### src/rtl/imem_loader.sv
// imem_loader
//   Byte-serial program loader for the CPU's word-addressed instruction memory.
//   It parses a host byte stream framed as SYNC, LEN_LO, LEN_HI, LEN
//   little-endian 32-bit words, and an optional CSUM byte. It writes each
//   word into IM and keeps the CPU in reset until a complete, valid image
//   has been written.
//
// Configuration macro
//   LOADER_CSUM_EN : when defined, a trailing CSUM byte is expected. CSUM is
//                    the XOR of the LEN bytes and all data bytes, and a
//                    mismatch rejects the frame. When undefined, the frame
//                    ends after the last word.
//
// Ports
//   clk_i        system clock, rising edge
//   rst_ni       asynchronous reset, active-low
//   in_valid_i   host byte valid
//   in_data_i    host byte
//   in_ready_o   byte accepted when in_valid_i & in_ready_o
//   start_i      re-arm request, honoured only in DONE/ERR
//   im_we_o      IM write strobe, one cycle per word
//   im_addr_o    IM word address
//   im_wdata_o   IM write data
//   cpu_rst_o    active-high CPU reset
//   done_o       image loaded and accepted (level)
//   error_o      frame rejected (level)
module imem_loader #(
  parameter int unsigned ADDR_W    = 10,
  parameter int unsigned BASE_ADDR = 0,
  parameter logic [7:0]  SYNC_BYTE = 8'hA5
) (
  input  logic              clk_i,
  input  logic              rst_ni,
  input  logic              in_valid_i,
  input  logic [7:0]        in_data_i,
  output logic              in_ready_o,
  input  logic              start_i,
  output logic              im_we_o,
  output logic [ADDR_W-1:0] im_addr_o,
  output logic [31:0]       im_wdata_o,
  output logic              cpu_rst_o,
  output logic              done_o,
  output logic              error_o
);

  typedef enum logic [2:0] {
    S_IDLE   = 3'd0,
    S_LEN_LO = 3'd1,
    S_LEN_HI = 3'd2,
    S_DATA   = 3'd3,
`ifdef LOADER_CSUM_EN
    S_CSUM   = 3'd4,
`endif
    S_DONE   = 3'd5,
    S_ERR    = 3'd6
  } state_e;

  // Where the frame goes once the payload (possibly empty) is complete.
`ifdef LOADER_CSUM_EN
  localparam state_e S_AFTER_DATA = S_CSUM;
`else
  localparam state_e S_AFTER_DATA = S_DONE;
`endif

  localparam logic [ADDR_W-1:0] BASE    = ADDR_W'(BASE_ADDR);
  // Largest word count that fits between BASE_ADDR and the top of IM.
  localparam logic [16:0]       MAX_LEN = 17'((32'd1 << ADDR_W) - BASE_ADDR);

  function automatic logic [7:0] csum_step(input logic [7:0] acc, input logic [7:0] b);
    return acc ^ b;
  endfunction

  state_e              state_q, state_d;
  logic [7:0]          len_lo_q, len_lo_d;
  logic [15:0]         words_left_q, words_left_d;
  logic [1:0]          byte_cnt_q, byte_cnt_d;
  logic [23:0]         word_q, word_d;
  logic [7:0]          csum_q, csum_d;
  logic                im_we_q, im_we_d;
  logic [ADDR_W-1:0]   im_addr_q, im_addr_d;
  logic [31:0]         im_wdata_q, im_wdata_d;
  logic                accept_s;
  logic [15:0]         len_s;

  assign accept_s = in_valid_i & in_ready_o;
  assign len_s    = {in_data_i, len_lo_q};

  // State and datapath registers; reset returns to IDLE with the CPU held in reset.
  always_ff @(posedge clk_i or negedge rst_ni) begin
    if (!rst_ni) begin
      state_q      <= S_IDLE;
      len_lo_q     <= 8'h00;
      words_left_q <= 16'h0000;
      byte_cnt_q   <= 2'd0;
      word_q       <= 24'h000000;
      csum_q       <= 8'h00;
      im_we_q      <= 1'b0;
      im_addr_q    <= BASE;
      im_wdata_q   <= 32'h0000_0000;
    end else begin
      state_q      <= state_d;
      len_lo_q     <= len_lo_d;
      words_left_q <= words_left_d;
      byte_cnt_q   <= byte_cnt_d;
      word_q       <= word_d;
      csum_q       <= csum_d;
      im_we_q      <= im_we_d;
      im_addr_q    <= im_addr_d;
      im_wdata_q   <= im_wdata_d;
    end
  end

  // Next-state and datapath update for the frame parser.
  always_comb begin
    state_d      = state_q;
    len_lo_d     = len_lo_q;
    words_left_d = words_left_q;
    byte_cnt_d   = byte_cnt_q;
    word_d       = word_q;
    csum_d       = csum_q;
    im_we_d      = 1'b0;
    im_wdata_d   = im_wdata_q;

    // Advance the address after a write only while words remain, so the
    // pointer never steps past the last word of the image.
    if (im_we_q && (words_left_q != 16'd0)) begin
      im_addr_d = im_addr_q + ADDR_W'(1);
    end else begin
      im_addr_d = im_addr_q;
    end

    case (state_q)
      S_IDLE: begin
        if (accept_s && (in_data_i == SYNC_BYTE)) begin
          state_d = S_LEN_LO;
          csum_d  = 8'h00;
        end else begin
          state_d = S_IDLE;
        end
      end
      S_LEN_LO: begin
        if (accept_s) begin
          len_lo_d = in_data_i;
          csum_d   = csum_step(csum_q, in_data_i);
          state_d  = S_LEN_HI;
        end else begin
          state_d  = S_LEN_LO;
        end
      end
      S_LEN_HI: begin
        if (accept_s) begin
          csum_d       = csum_step(csum_q, in_data_i);
          words_left_d = len_s;
          byte_cnt_d   = 2'd0;
          if ({1'b0, len_s} > MAX_LEN) begin
            state_d = S_ERR;
          end else if (len_s == 16'd0) begin
            state_d = S_AFTER_DATA;
          end else begin
            state_d = S_DATA;
          end
        end else begin
          state_d = S_LEN_HI;
        end
      end
      S_DATA: begin
        if (accept_s) begin
          csum_d = csum_step(csum_q, in_data_i);
          case (byte_cnt_q)
            2'd0:    word_d[7:0]   = in_data_i;
            2'd1:    word_d[15:8]  = in_data_i;
            2'd2:    word_d[23:16] = in_data_i;
            default: begin
              // Last byte of the word: launch the write on the next cycle.
              im_we_d      = 1'b1;
              im_wdata_d   = {in_data_i, word_q};
              words_left_d = words_left_q - 16'd1;
            end
          endcase
          byte_cnt_d = byte_cnt_q + 2'd1;
          if ((byte_cnt_q == 2'd3) && (words_left_q == 16'd1)) begin
            state_d = S_AFTER_DATA;
          end else begin
            state_d = S_DATA;
          end
        end else begin
          state_d = S_DATA;
        end
      end
`ifdef LOADER_CSUM_EN
      S_CSUM: begin
        if (accept_s) begin
          if (in_data_i == csum_q) begin
            state_d = S_DONE;
          end else begin
            state_d = S_ERR;
          end
        end else begin
          state_d = S_CSUM;
        end
      end
`endif
      S_DONE, S_ERR: begin
        if (start_i) begin
          state_d      = S_IDLE;
          im_addr_d    = BASE;
          csum_d       = 8'h00;
          words_left_d = 16'd0;
          byte_cnt_d   = 2'd0;
          word_d       = 24'h000000;
        end else begin
          state_d = state_q;
        end
      end
      default: begin
        // Unreachable encodings park in ERR so the CPU stays in reset.
        state_d = S_ERR;
      end
    endcase
  end

  // Status and handshake decode from the registered state.
  always_comb begin
    in_ready_o = 1'b1;
    cpu_rst_o  = 1'b1;
    done_o     = 1'b0;
    error_o    = 1'b0;
    case (state_q)
      S_DONE: begin
        in_ready_o = 1'b0;
        cpu_rst_o  = 1'b0;
        done_o     = 1'b1;
      end
      S_ERR: begin
        in_ready_o = 1'b0;
        error_o    = 1'b1;
      end
      default: begin
        in_ready_o = 1'b1;
        cpu_rst_o  = 1'b1;
      end
    endcase
  end

  assign im_we_o    = im_we_q;
  assign im_addr_o  = im_addr_q;
  assign im_wdata_o = im_wdata_q;

endmodule
### config.mk
export PLATFORM = sky130hd
export DESIGN_NAME = imem_loader
export DESIGN_NICKNAME = d
export VERILOG_FILES = /design/src/rtl/imem_loader.sv
export SDC_FILE = /design/constraint.sdc
export NUM_CORES = 1
export LEC_CHECK = 0
export ABC_AREA = 1
export CORE_UTILIZATION = 60
export DETAILED_ROUTE_END_ITERATION = 8
export PLACE_DENSITY = 0.95
export SYNTH_ARGS = -nofsm -noshare
export SYNTH_HDL_FRONTEND = slang
export SYNTH_SLANG_ARGS = --single-unit
### constraint.sdc
create_clock -name clk_i -period 2.3 [get_ports clk_i]
set_input_delay 0.23 -clock clk_i [delete_from_list [all_inputs] [get_ports clk_i]]
set_output_delay 0.23 -clock clk_i [all_outputs]
set_load 0.005 [all_outputs]
# Word level (Yosys, flattened, before mapping)
# Index checks and enable logic that the tools add are counted.
# word_totals
ff_bits	96
input_bits	12
output_inout_bits	47
elab_cells	85
# classes
add_sub_neg	3
magnitude_cmp	1
eq_ne	17
mux	34
bitwise_logic	2
reduce_logical	18
# ops
operator	n
$mux 16	4
$mux 24	2
$pmux 16 s3	1
$pmux 24 s2	1
$mux 10	3
$mux 8	3
$mux 3	6
$eq 16x1->1 const B	1
$gt 16x11->1 const B	1
$logic_not 16->1	1
$reduce_and 4->1	4
$reduce_bool 16->1	1
$sub 16x1->16 const B	1
$pmux 3 s5	1
$add 10x1->10 const B	1
$eq 8x8->1 const B	1
$mux 1	8
$mux 2	4
$ne 2x1->1 const B	4
$eq 3x2->1 const B	2
$eq 3x3->1 const B	2
$ne 2x2->1 const B	3
$pmux 2 s3	1
$reduce_and 5->1	1
15 further kinds	18

# Longest topological paths before layout
# Gate-level depths: netlist of run 1.
# depth
ltp_word	7
ltp_mapped	10
depth_no_buf	10

# Worst setup path after synthesis of run 1
# OpenSTA, ideal clock, no wires.
# synth_path
path_kind	register to register
startpoint	register state_q[0]
endpoint	register words_left_q[11]
t_arrival_ns	1.420
required_time_ns	2.235
path_slack_ns	0.815
path_stages_with_launch	9
n_path_buf	1
path_cell_list	dfrtp_1 -> nand2_2 -> nor2_8 -> inv_2 -> a21oi_4 -> nor3_4 -> buf_4 -> nand2_1 -> nand2_1
# synth_via
elab_chain_len	6
elab_cells_between_ends	14
# synth_rtl
element	line	rtl
from (decl)	73	state_e state_q, state_d;
from (signal assigned)	101	state_q <= state_d;
$eq 3x3->1	132, 228	
$reduce_or 2->1 (no source line)	n/a	
$mux 1	228	case (state_q)
$and 1x1->1	85	assign accept_s = in_valid_i & in_ready_o;
$ne 2x2->1 (no source line)	n/a	
$reduce_and 5->1 (no source line)	n/a	
to (signal assigned)	103	words_left_q <= words_left_d;
to (decl)	75	logic [15:0] words_left_q, words_left_d;
# Several ways; a longest one is shown, not always the timed one.
# A chain may end at the register's enable or synchronous reset.

# Worst setup path in the final report of run 1
# layout_path
startpoint	register state_q[0]
endpoint	output port in_ready_o
# layout_via
elab_chain_len	3
elab_cells_between_ends	4
# layout_rtl
element	line	rtl
$eq 3x3->1	228	
$reduce_or 2->1 (no source line) (*)	n/a	
$mux 1 (*)	228	
to (decl)	36	output logic in_ready_o,
# Every way passes the cells marked *; elsewhere a longest branch is shown, timed or not.

==> results of run 1 <==
[placed cells by master (no fill, tap or decap), types with 5 or more instances in the layout]
cell             Yosys  final
dfrtp_1             96     96
a21oi_1             10     10
nand2_1            307    307
nor2_1              58     58
inv_1               54     54
buf_4                3      6
clkdlybuf4s50_1      0     57
nand3_1             47     47
ha_1                 9      9
clkbuf_8             0      9
nand4_1              7      7
o21ai_0             26     26
inv_2                6      6
nand2_2              5      5
[cell usage after synthesis (5+ instances only)]
| cell | instances | area (um^2) |
|---|---|---|
| buf_2 | 7 | 35.0 |
| ha_1 | 9 | 113 |
| nand2_2 | 5 | 31.3 |
| o21ai_0 | 26 | 130 |
| nand3_1 | 47 | 235 |
| nand4_1 | 7 | 43.8 |
| inv_2 | 6 | 22.5 |
| nand2_1 | 307 | 1150 |
| inv_1 | 54 | 203 |
| dfrtp_1 | 96 | 2400 |
| a21oi_1 | 10 | 50.1 |
| nor2_1 | 58 | 218 |
[kinds of logic after synthesis]
| family | synth area share, % |
|---|---|
| AO/OA/AOI/OAI | 5.30 |
| XOR/XNOR | 0.533 |
| adder cells (fa/ha/maj) | 2.28 |
| buffers and inverters | 6.19 |
| flip-flops | 48.7 |
| AND/OR/NAND/NOR | 37.0 |
[path summary, 6_finish.rpt]
check	slack [ns]	end	cells past startpoint	from
min	0.39	words_left_q[15]	2	rst_ni
max in group asynchronous	1.23	im_wdata_o[5]	3	rst_ni
max	0.13	in_ready_o	5	state_q[0]
min reg2reg	0.48	im_wdata_o[10]	2	word_q[10]
min in group clk_i	0.48	im_wdata_o[10]	2	word_q[10]
max reg2reg	0.24	im_wdata_o[18]	8	state_q[0]
[power by group through the flow]
stage | combinational [mW] | sequential (mW) | clock, mW
after floorplan | 1.73 | 2.31 | 0
after global placement | 2.15 | 2.38 | 0
after detailed placement | 2.27 | 2.39 | 0
after CTS | 2.33 | 2.37 | 1.47
after global routing | 2.66 | 2.42 | 1.53
final | 2.39 | 2.39 | 1.46
[registers in the layout (all words and copies together) (netlist names)]
name	cells
words_left_q	16
im_we_o	1
state_q	3
byte_cnt_q	2
im_addr_o	10
im_wdata_o	32
word_q	24
len_lo_q	8
[layer usage]
layer | track usage (%) | up-vias | share of wire, %
met4 | 16.2 | 0 | 2.9
met3 | 4.93 | 43 | 7.8
met2 | 51.9 | 280 | 48
met5 | 0 | - | 0
met1 | 42.3 | 2223 | 41
li1 | - | 2192 | -
[metrics by stage]
step	util (%)	power (mW)	instances	cell area, um^2	hold WS [ns]
after floorplan	-	4.04	667	4930	-0.0656
after global placement	71.6	4.53	820	5620	0.247
after detailed placement	71.6	4.66	820	5620	0.261
after CTS	75.1	6.16	836	5890	0.411
after global routing	75.1	6.61	836	5890	0.442
final	75.1	6.24	836	5890	0.385
[area by class of cell]
cell class / instances / share of cell area (%)
Sequential cell: 96 / 40.8
Multi-Input combinational cell: 497 / 37.7
Timing Repair Buffer: 65 / 11.0
Inverter: 61 / 3.89
Clock inverter: 6 / 2.38
Tap cell: 102 / 2.17
Clock buffer: 9 / 2.10
==> reports/metrics.cfg, run 1 <==
[synthesis]
synth-async-reset-ratio_pct=100
synth_edf_count=0
ys_warn_count=0
syn_nets=688
syn_avg_cell_area_um2=7.39
synth_top_flop_cell=dfrtp_1
netlist_area_um2=4930
synth-seq-cells=96
synth_cell_types=34
syn_inst=667
ys_seq_area_share_pct=48.7

[global_route]
grt_max_degree=54
grt_pass1_vias=4600
grt_overflow=0
grt_pass1_wl_um=21400
grt_usage_pct=32.1
grt_antenna_before_repair=0

[sta]
max_slew_margin_pct=61.3
fmax_mhz=460
finalSetupTns_ns=0
skew_ns=0.0102
setup_viol=0
finalHoldViolCount=0
rsz0062_at_grt=no
slew_violations=0
period_share_pct=94.4
post-route-min-period_ns=2.17
fin_ws_ns=0.128
worstMarginPinSlew_ns=0.580

[floorplanning]
rows=32
initial_core_util_pct=62.9
fp.dieH_um=92.7
die_w_um=92.7
ios=59
die_area_um2=8590
core-area_um2=7850

[cells_and_area]
ff_latch_area_um2=2400
fill_cells=559
synthToLayoutAreaGrowth_pct=19.5
n_antenna_cell=0
layout.nets=751
final_layout_size_suffix_gt1_share_pct=6.27
multi_input_area_um2=2220

[worst_setup_path]
worst_path_largest_cell_delay_ns=0.51
cp_cell_sequence=inv_2 -> nand3_1 -> nand2_2 -> inv_1 -> clkdlybuf4s50_1
startpoint_type=register
crit_path_end_kind=output port
crit_slowest_cell=clkdlybuf4s50_1
path_delay_family=buffers and inverters
path_buf_inv=3
crit_fanout=14
critPathRequiredTime_ns=2.07
critPathKind=register to output port
cp.arrival_ns=1.94

[detailed_routing]
vias=4738
wl_per_cell_um=15.4
dr.pass1.iters=7
drt_wl_total_um=12800
post-route-drc-count=0
final_antenna_net_count=0
viasPerCell=5.67
drtIter0Drc=461

[clock_tree]
htreeDepth=3
cts_tree=yes
cts_hold_buf=1
cts-root-buf=clkbuf_8
cts.sinks=96
cts_setup_buffers=0
post_cts_resized=0
path_clk_slew_ns=0.09
clk_path_buf_depth=2
clk_latency_ns=0.37
cts_buffers=9

[pwr]
peakVddDrop_v=0.000656
leakage_nw=3.09
switching_share_pct=41.8
power.share.sequential_pct=38.3
switching_power_mw=2.60
p_int_mw=3.63
pwr-share-clk_pct=23.4
power_density_nw_per_um2=1060
p_comb_share_pct=38.3

[run_status]
outcome=completed

[job]
maxCapViolations=0

[placed_design]
place.gp.congestion=0.903
dpl_worst_slack_ns=0.276
hpwl_um=8600
io_buffers=58

[min_path]
min_path_type=input pin to asynchronous set/reset pin

Note: power is estimated with default switching activity, not from simulation.
==> run 2: changes to the inputs <==
--- a/config.mk
+++ b/config.mk
@@ -6,9 +6,11 @@
 export NUM_CORES = 1
 export LEC_CHECK = 0
 export ABC_AREA = 1
+export CAP_MARGIN = 10
 export CORE_UTILIZATION = 60
 export DETAILED_ROUTE_END_ITERATION = 8
 export PLACE_DENSITY = 0.95
 export SYNTH_ARGS = -nofsm -noshare
 export SYNTH_HDL_FRONTEND = slang
 export SYNTH_SLANG_ARGS = --single-unit
+export TNS_END_PERCENT = 30
==> results of run 2 <==
The final DEF is identical to that of run 1; final timing and power are the same.
